[src/rtl/dmem_pkg.sv]
// Shared definitions for the data-memory arbiter: port indices, owner FSM
// encoding, lane count and the burst counter width helper.
package dmem_pkg;

    localparam int DMEM_P_CORE = 0;
    localparam int DMEM_P_DMA  = 1;
    localparam int DMEM_LANES  = 4;

    typedef enum logic [1:0] {
        ST_IDLE = 2'd0,
        ST_OWN0 = 2'd1,
        ST_OWN1 = 2'd2
    } owner_t;

    // Width needed to hold a burst count of 0..max_burst.
    function automatic int burst_cnt_width(input int max_burst);
        return $clog2(max_burst + 1);
    endfunction

endpackage

[src/rtl/dmem_arb_pick.sv]
// Combinational grant picker for the data-memory arbiter.
// Optional feature: define DMEM_ARB_RR_EN to break two-way ties round-robin
// (against the last granted port) instead of fixed priority to port 0.
module dmem_arb_pick
    import dmem_pkg::*;
#(
    parameter int MAX_BURST = 4,
    parameter int CNT_W     = burst_cnt_width(MAX_BURST)
) (
    input  logic             req0,
    input  logic             req1,
    input  owner_t           owner,
    input  logic [CNT_W-1:0] burst_cnt,
    input  logic             last,
    output logic             gnt0,
    output logic             gnt1
);

    logic burst_full;
    logic tie_to_1;

    assign burst_full = (burst_cnt == CNT_W'(MAX_BURST));

`ifdef DMEM_ARB_RR_EN
    assign tie_to_1 = (last == 1'(DMEM_P_CORE));
`else
    logic unused_last;
    assign unused_last = last;
    assign tie_to_1    = 1'b0;
`endif

    // Resolve a two-way request: tie rule first, then force a hand-over once the owner used up its burst.
    always_comb begin
        logic pick1;
        pick1 = tie_to_1;
        if (burst_full && owner == ST_OWN0) begin
            pick1 = 1'b1;
        end else if (burst_full && owner == ST_OWN1) begin
            pick1 = 1'b0;
        end
        gnt0 = 1'b0;
        gnt1 = 1'b0;
        if (req0 && req1) begin
            gnt0 = ~pick1;
            gnt1 = pick1;
        end else begin
            gnt0 = req0;
            gnt1 = req1;
        end
    end

endmodule

[src/rtl/dmem_arbiter.sv]
// Two-port arbiter in front of the four byte-lane data BRAMs (core LSU on
// port 0, DMA/debug loader on port 1). One access per cycle, read data
// returned one cycle after the grant, bursts bounded to avoid starvation.
// Optional feature macro: DMEM_ARB_RR_EN (round-robin tie breaking).
module dmem_arbiter
    import dmem_pkg::*;
#(
    parameter int ADDR_WIDTH = 13,
    parameter int MAX_BURST  = 4
) (
    input  logic                  CLK,
    input  logic                  RST,
    input  logic                  P0_REQ,
    input  logic                  P0_WE,
    input  logic [ADDR_WIDTH-1:0] P0_ADDR,
    input  logic [31:0]           P0_WDATA,
    input  logic [DMEM_LANES-1:0] P0_BE,
    output logic                  P0_GNT,
    output logic                  P0_RVALID,
    output logic [31:0]           P0_RDATA,
    input  logic                  P1_REQ,
    input  logic                  P1_WE,
    input  logic [ADDR_WIDTH-1:0] P1_ADDR,
    input  logic [31:0]           P1_WDATA,
    input  logic [DMEM_LANES-1:0] P1_BE,
    output logic                  P1_GNT,
    output logic                  P1_RVALID,
    output logic [31:0]           P1_RDATA,
    output logic [ADDR_WIDTH-1:0] M_W_ADDR,
    output logic [ADDR_WIDTH-1:0] M_R_ADDR,
    output logic [DMEM_LANES-1:0] M_WRITE_EN,
    output logic [DMEM_LANES-1:0] M_READ_EN,
    output logic [31:0]           M_DIN,
    input  logic [31:0]           M_DOUT
);

    localparam int CNT_W = burst_cnt_width(MAX_BURST);

    owner_t                owner;
    logic [CNT_W-1:0]      burst_cnt;
    logic                  last;
    logic                  pick0;
    logic                  pick1;
    logic                  any_gnt;
    owner_t                gnt_owner;
    logic                  sel_we;
    logic [ADDR_WIDTH-1:0] sel_addr;
    logic [31:0]           sel_wdata;
    logic [DMEM_LANES-1:0] sel_be;
    logic [ADDR_WIDTH-1:0] addr_hold;
    logic [31:0]           din_hold;

    dmem_arb_pick #(
        .MAX_BURST (MAX_BURST),
        .CNT_W     (CNT_W)
    ) u_pick (
        .req0      (P0_REQ),
        .req1      (P1_REQ),
        .owner     (owner),
        .burst_cnt (burst_cnt),
        .last      (last),
        .gnt0      (pick0),
        .gnt1      (pick1)
    );

    // Grants are suppressed while reset is high so no lane can be written during reset.
    assign P0_GNT    = pick0 & ~RST;
    assign P1_GNT    = pick1 & ~RST;
    assign any_gnt   = P0_GNT | P1_GNT;
    assign gnt_owner = P1_GNT ? ST_OWN1 : ST_OWN0;

    // Route the granted port's fields to the lanes; idle cycles keep the last address and data.
    always_comb begin
        sel_we     = P1_GNT ? P1_WE    : P0_WE;
        sel_addr   = P1_GNT ? P1_ADDR  : P0_ADDR;
        sel_wdata  = P1_GNT ? P1_WDATA : P0_WDATA;
        sel_be     = P1_GNT ? P1_BE    : P0_BE;
        M_WRITE_EN = '0;
        M_READ_EN  = '0;
        M_W_ADDR   = addr_hold;
        M_R_ADDR   = addr_hold;
        M_DIN      = din_hold;
        if (any_gnt) begin
            M_W_ADDR = sel_addr;
            M_R_ADDR = sel_addr;
            M_DIN    = sel_wdata;
            if (sel_we) begin
                M_WRITE_EN = sel_be;
            end else begin
                M_READ_EN = {DMEM_LANES{1'b1}};
            end
        end
    end

    // Remember the last issued address and data so the lanes see stable values when idle.
    always_ff @(posedge CLK or posedge RST) begin
        if (RST) begin
            addr_hold <= '0;
            din_hold  <= '0;
        end else if (any_gnt) begin
            addr_hold <= sel_addr;
            din_hold  <= sel_wdata;
        end
    end

    // Owner FSM: tracks who holds the lanes, how long they have held them and who went last.
    always_ff @(posedge CLK or posedge RST) begin
        if (RST) begin
            owner     <= ST_IDLE;
            burst_cnt <= '0;
            last      <= 1'(DMEM_P_DMA);
        end else if (any_gnt) begin
            last <= P1_GNT ? 1'(DMEM_P_DMA) : 1'(DMEM_P_CORE);
            if (owner == gnt_owner) begin
                if (burst_cnt != CNT_W'(MAX_BURST)) begin
                    burst_cnt <= burst_cnt + CNT_W'(1);
                end
            end else begin
                owner     <= gnt_owner;
                burst_cnt <= CNT_W'(1);
            end
        end else begin
            owner     <= ST_IDLE;
            burst_cnt <= '0;
        end
    end

    // Read return: lanes captured on the negedge of the grant cycle, so register their output here.
    always_ff @(posedge CLK or posedge RST) begin
        if (RST) begin
            P0_RVALID <= 1'b0;
            P1_RVALID <= 1'b0;
            P0_RDATA  <= '0;
            P1_RDATA  <= '0;
        end else begin
            P0_RVALID <= P0_GNT & ~P0_WE;
            P1_RVALID <= P1_GNT & ~P1_WE;
            if (P0_GNT && !P0_WE) begin
                P0_RDATA <= M_DOUT;
            end
            if (P1_GNT && !P1_WE) begin
                P1_RDATA <= M_DOUT;
            end
        end
    end

endmodule
[config.mk]
export PLATFORM = sky130hd
export DESIGN_NAME = dmem_arbiter
export DESIGN_NICKNAME = d
export VERILOG_FILES = /design/src/rtl/dmem_pkg.sv /design/src/rtl/dmem_arb_pick.sv /design/src/rtl/dmem_arbiter.sv
export SDC_FILE = /design/constraint.sdc
export NUM_CORES = 1
export LEC_CHECK = 0
export ABC_AREA = 1
export BUFFER_PORTS_ARGS = -buffer_cell sky130_fd_sc_hd__clkbuf_2
export CAP_MARGIN = 20
export CORE_ASPECT_RATIO = 0.75
export CORE_MARGIN = 10
export CORE_UTILIZATION = 34
export DETAILED_ROUTE_END_ITERATION = 8
export PLACE_DENSITY = 0.68
export SYNTH_ARGS = -nofsm -noshare
export SYNTH_HDL_FRONTEND = slang
export SYNTH_SLANG_ARGS = --single-unit
[constraint.sdc]
create_clock -name CLK -period 4.91 [get_ports CLK]
set_input_delay 0.982 -clock CLK [delete_from_list [all_inputs] [get_ports CLK]]
set_output_delay 0.982 -clock CLK [all_outputs]
set_load 0.02 [all_outputs]
# [After elaboration in Yosys (flattened, before gate mapping)]
# Cells that the tools add are included.
[classes] n_addsub=1 eq_ne=6 mux=19 bitwise=9 reduce_logical=6
[op_table] operator="2-to-1 mux 32 bit" n=2
[op_table] operator="2-to-1 mux 13 bit" n=2
[op_table] operator="2-to-1 mux 4 bit" n=5
[op_table] operator="2-to-1 mux 3 bit" n=3
[op_table] operator="2-to-1 mux 2 bit" n=3
[op_table] operator="AND 1 bit" n=4
[op_table] operator="logical AND 1 bit" n=4
[op_table] operator="2-to-1 mux 1 bit" n=4
[op_table] operator="inverter 1 bit" n=4
[op_table] operator="adder 3 x 1 -> 3 bit (second input constant)" n=1
[op_table] operator="== test 3 bit (second input constant)" n=1
[op_table] operator="!= test 3 x 2 -> 1 bit (second input constant)" n=1
[op_table] operator="!= test 3 bit (second input constant)" n=1
[op_table] operator="== test 2 x 1 -> 1 bit (second input constant)" n=1
[op_table] operator="== test 2 bit" n=1
[op_table] operator="zero test 1 bit" n=2
[op_table] operator="!= test 2 bit (second input constant)" n=1
[op_table] operator="OR 1 bit" n=1
[totals] reg_bits=116 in_bits=136 output_inout_bits=134 word_cells=49

# [Longest topological paths before layout]
[logic_depth] ltp_word=9 depth_mapped=12 ltp_nobuf=11

# [By module]
# Synthesis repeated with hierarchy kept, for this count alone.
[unflattened] hier_cells=707 area_unflattened_um2=5474.0
[modules_own_cells] module="dmem_arbiter" instances=1 cells_per_inst=697 area_each_um2=5426.5 seq_area_each_um2=2929.1
[modules_own_cells] module="dmem_arb_pick" instances=1 cells_per_inst=10 area_each_um2=47.5 seq_area_each_um2=0.0

# [Worst setup path after synthesis]
# OpenSTA, ideal clock, no wires.
[synth_path] path_type="input-to-output" startpoint="in P1_REQ" endpoint="out M_READ_EN[1]" arrival_time_ns=2.125 required_time_ns=3.928 slack_ns=1.803 stages=6 n_path_buf=2 cell_sequence="inv_2 > a21oi_1 > inv_1 > clkbuf_1 > a21oi_1 > buf_4"
[synth_between] elab_chain_cells=6 word_cells_on_any_way=9 classes_between="mux: 5; bitwise: 3; reduce/logical: 1"
[synth_lines] item="start, declared" line_no="dmem_arbiter.sv:21" source="input logic P1_REQ,"
[synth_lines] item="logical AND 1 bit" line_no="dmem_arb_pick.sv:43" source="if (req0 && req1) begin"
[synth_lines] item="2-to-1 mux 1 bit" line_no="dmem_arb_pick.sv:43"
[synth_lines] item="AND 1 bit" line_no="dmem_arbiter.sv:68" source="assign P1_GNT = pick1 & ~RST;"
[synth_lines] item="2-to-1 mux 1 bit" line_no="dmem_arbiter.sv:74" source="sel_we = P1_GNT ? P1_WE : P0_WE;"
[synth_lines] item="2-to-1 mux 4 bit" line_no="dmem_arbiter.sv:87" source="if (sel_we) begin"
[synth_lines] item="2-to-1 mux 4 bit *" line_no="dmem_arbiter.sv:83" source="if (any_gnt) begin"
[synth_lines] item="end, declared" line_no="dmem_arbiter.sv:32" source="output logic [DMEM_LANES-1:0] M_READ_EN,"
# Mark *: on every way between the ends. The rest lies on a longest branch, timed or not.

# [Worst setup path in the final report]
[layout_path] startpoint="reg burst_cnt[0]" endpoint="out M_READ_EN[2]"
[layout_between] elab_chain_cells=8 word_cells_on_any_way=12 classes_between="eq/ne: 1; mux: 6; bitwise: 4; reduce/logical: 1"
[layout_lines] item="start, declared" line_no="dmem_arbiter.sv:40" source="logic [CNT_W-1:0] burst_cnt;"
[layout_lines] item="start signal, assigned" line_no="dmem_arbiter.sv:116" source="burst_cnt <= burst_cnt + CNT_W'(1);"
[layout_lines] item="== test 3 bit *" line_no="dmem_arb_pick.sv:22" source="assign burst_full = (burst_cnt == CNT_W'(MAX_BURST));"
[layout_lines] item="logical AND 1 bit *" line_no="dmem_arb_pick.sv:36" source="if (burst_full && owner == ST_OWN0) begin"
[layout_lines] item="2-to-1 mux 1 bit *" line_no="dmem_arb_pick.sv:36"
[layout_lines] item="2-to-1 mux 1 bit or inverter 1 bit (tied branches)" line_no="dmem_arb_pick.sv:43, dmem_arb_pick.sv:44"
[layout_lines] item="AND 1 bit or 2-to-1 mux 1 bit (tied branches)" line_no="dmem_arbiter.sv:68, dmem_arb_pick.sv:43"
[layout_lines] item="2-to-1 mux 1 bit or AND 1 bit (tied branches)" line_no="dmem_arbiter.sv:74, dmem_arbiter.sv:67"
[layout_lines] item="2-to-1 mux 4 bit or OR 1 bit (tied branches)" line_no="dmem_arbiter.sv:87, dmem_arbiter.sv:69"
[layout_lines] item="2-to-1 mux 4 bit *" line_no="dmem_arbiter.sv:83"
# Marks and branches as above.

==> out/results.ini <==
[logic_synthesis]
yosysTopAreaCell = dfrtp_1
synth.ff_latch_count = 116
synth.distinct_cells = 22
yosysWarnings = 0
synth_edf_count = 0
syn_area_per_cell_um2 = 8.003
syn-num-nets = 835
yosys-mux-area-fraction = 0
synth-xor-area-share = 0.001570
synth_top_family_by_area = simple AND/OR/NAND/NOR gates
async_flop_share = 1.000
ys.flop_type = dfrtp_1
synth-simple-area-share = 0.3540
synth.most_common_cell = nand2_1
synth_common_cells = 342 x nand2_1, 116 x dfrtp_1, 63 x inv_1
syn_inst = 697
synthTopCellsByArea = dfrtp_1 52%, nand2_1 23%, nand3b_1 5.9%, nand3_1 4.5%, inv_1 4.2%
yosysSeqAreaShare = 0.5204
synth_top_area_frac = 0.5204
netlist_area_mm2 = 0.005578
yosys.area_share.adder = 0.004486
synth_compound_area_frac = 0.006281

[global_route]
grt-busiest-layer = met2
grt_antenna_before_repair = 0
grt_pass1_vias = 5184
grt_max_degree = 56
met2_usage = 0.2558
grt_overflow = 0
use_met3 = 0.06714
met1_usage = 0.1836
gr-usage-all-layers = 0.1556
grt_pass1_wl_mm = 27.59

[sta]
skew_ps = 11.77
finalHoldViolCount = 0
slew_violations = 0
period_minus_slack_ps = 3979
setup_ws_ps = 930.9
worstMarginPinSlew_ps = 695.6
finalSetupViolations = 0
fin_crit_sh = 0.8104
slew_headroom = 0.5363
clock.fmax_mhz = 251.3
fin_tns_setup_ps = 0
rsz0062_at_grt = false

[floorplanning]
die_h_um = 130.9
core_mm2 = 0.01607
rows = 40
initial_core_util = 0.3472
fp.dieArea_mm2 = 0.02198
fp.dieW_um = 167.9
ios = 270

[layout]
diodes = 0
finalNetCount = 1078
fillers = 1617
area_growth_pct = 34.10
drive_gt1_frac = 0.3379

[setup_path]
criticalPathCategory = flip-flop to primary output
worstRegToRegCells = 11
worstPathArrival_ps = 3000
crit_path_start_kind = flip-flop
required_ps = 3930
cp-end-kind = primary output
path_max_fanout = 53

[routing]
drt_iter0_drc = 303
drt-pass1-iter-count = 5
vias = 5102
drt-vias-per-instance = 4.387
drc = 0
detail_route.wl_per_cell_um = 15.25
final_antenna_net_count = 0
wl_mm = 17.74

[place]
io_buffer_count = 269
gp_congestion = 0.8321
place_hpwl_mm = 13.19
place_ws_ps = 976.3

[power_and_ir_drop]
power_mw = 3.134
power_density_mw_per_mm2 = 419.0
ir_worst_vdd_uv = 260.8
p_leak_nw = 4.505

[cts]
worst_skew_pair.late_latency_ps = 410
cts_hold_buffers = 0
cts_setup_buffers = 0
cts_resized = 0
cts_root_buffer = clkbuf_16
cts_sinks = 116
clock_path_buffers = 2
cts_tree = done
cts_buffers = 17
cts.clk_slew.worst_paths_ps = 60
cts-htree-levels = 4

[hold_path]
hold_path.class = flip-flop to flip-flop
min_path_cells = 2

[flow_run]
maxCapViolCount = 0

[status]
outcome = completed

==> metal layers <==
metal  vias to the layer above  routed length (µm)  part of all wire
li1                       2598                   -                 -
met1                      2317                7462              0.42
met2                       176                8562              0.48
met3                        11                1535             0.087
met4                         0                 176            0.0099
met5                         -                   0                 0
==> worst max-delay path: stages, from the launching register on <==
cell,delay (ps)
dfrtp_1,370
inv_1,60
ha_1,200
nand2_2,110
inv_2,50
nand2_1,100
nand2_4,330
nand2_4,600
nand2_1,140
a21oi_1,370
clkbuf_2,250
==> power by group <==
| part | internal (mW) | leakage [nW] | switching, mW |
|---|---|---|---|
| Sequential | 1.10 | 1.44 | 0.0664 |
| Combinational | 0.234 | 2.78 | 0.490 |
| Clock | 0.761 | 0.285 | 0.484 |
| Total | 2.09 | 4.51 | 1.04 |
==> cells by family after synthesis <==
logic type | Yosys count
AO/OA/AOI/OAI | 7
buffers and inverters | 120
adder cells (fa/ha/maj) | 2
flip-flops | 116
AND/OR/NAND/NOR | 451
XOR/XNOR | 1
==> worst paths after layout <==
path | from | endpoint | slack, ps
max | burst_cnt[0] | M_READ_EN[2] | 930
min | P0_RDATA[28] | P0_RDATA[28] | 470
max reg2reg | burst_cnt[0] | P1_RDATA[25] | 2520
min reg2reg | P0_RDATA[28] | P0_RDATA[28] | 470
max in group asynchronous | RST | din_hold[31] | 3230
min in group asynchronous | RST | owner[1] | 770
==> cell type report <==
class / instances / area (µm²) / area share
Clock buffer: 17 / 425.4 / 0.05688
Clock inverter: 15 / 171.4 / 0.02292
Inverter: 67 / 256.5 / 0.03429
Multi-Input combinational cell: 461 / 2054 / 0.2747
Sequential cell: 116 / 2903 / 0.3881
Tap cell: 210 / 262.8 / 0.03513
Timing Repair Buffer: 277 / 1406 / 0.1880
==> sequential cells by signal (all words and copies together) (netlist names) <==
name,count
din_hold,32
P1_RVALID,1
P0_RDATA,32
P0_RVALID,1
burst_cnt,3
P1_RDATA,32
owner,2
addr_hold,13
==> cell usage in the layout (no fill, tap or decap), types with 2 or more instances in the layout <==
master      count
bufinv_16       2
clkbuf_2      269
inv_4           2
clkinvlp_4      3
nand2_1       342
inv_8           2
dfrtp_1       116
clkbuf_16      17
nand3b_1       44
nand3_1        50
inv_2           3
clkinv_4        3
nor2_1          7
nand2_4         2
inv_1          62
inv_6           4
ha_1            2
a21oi_1         3
buf_4           8
o21ai_0         3
nor2_4          2
==> through the flow <==
step | utilization | area [µm²] | hold WS (ps) | cells
after floorplan | - | 5578 | 561.8 | 697
after detailed placement | 0.4284 | 6883 | 457.1 | 1131
after global routing | 0.4656 | 7480 | 484.3 | 1163
final | 0.4656 | 7480 | 467.7 | 1163
after global placement | 0.4284 | 6883 | 452.8 | 1131
after CTS | 0.4656 | 7480 | 471.2 | 1163
Note: power is estimated with default switching activity, not from simulation.
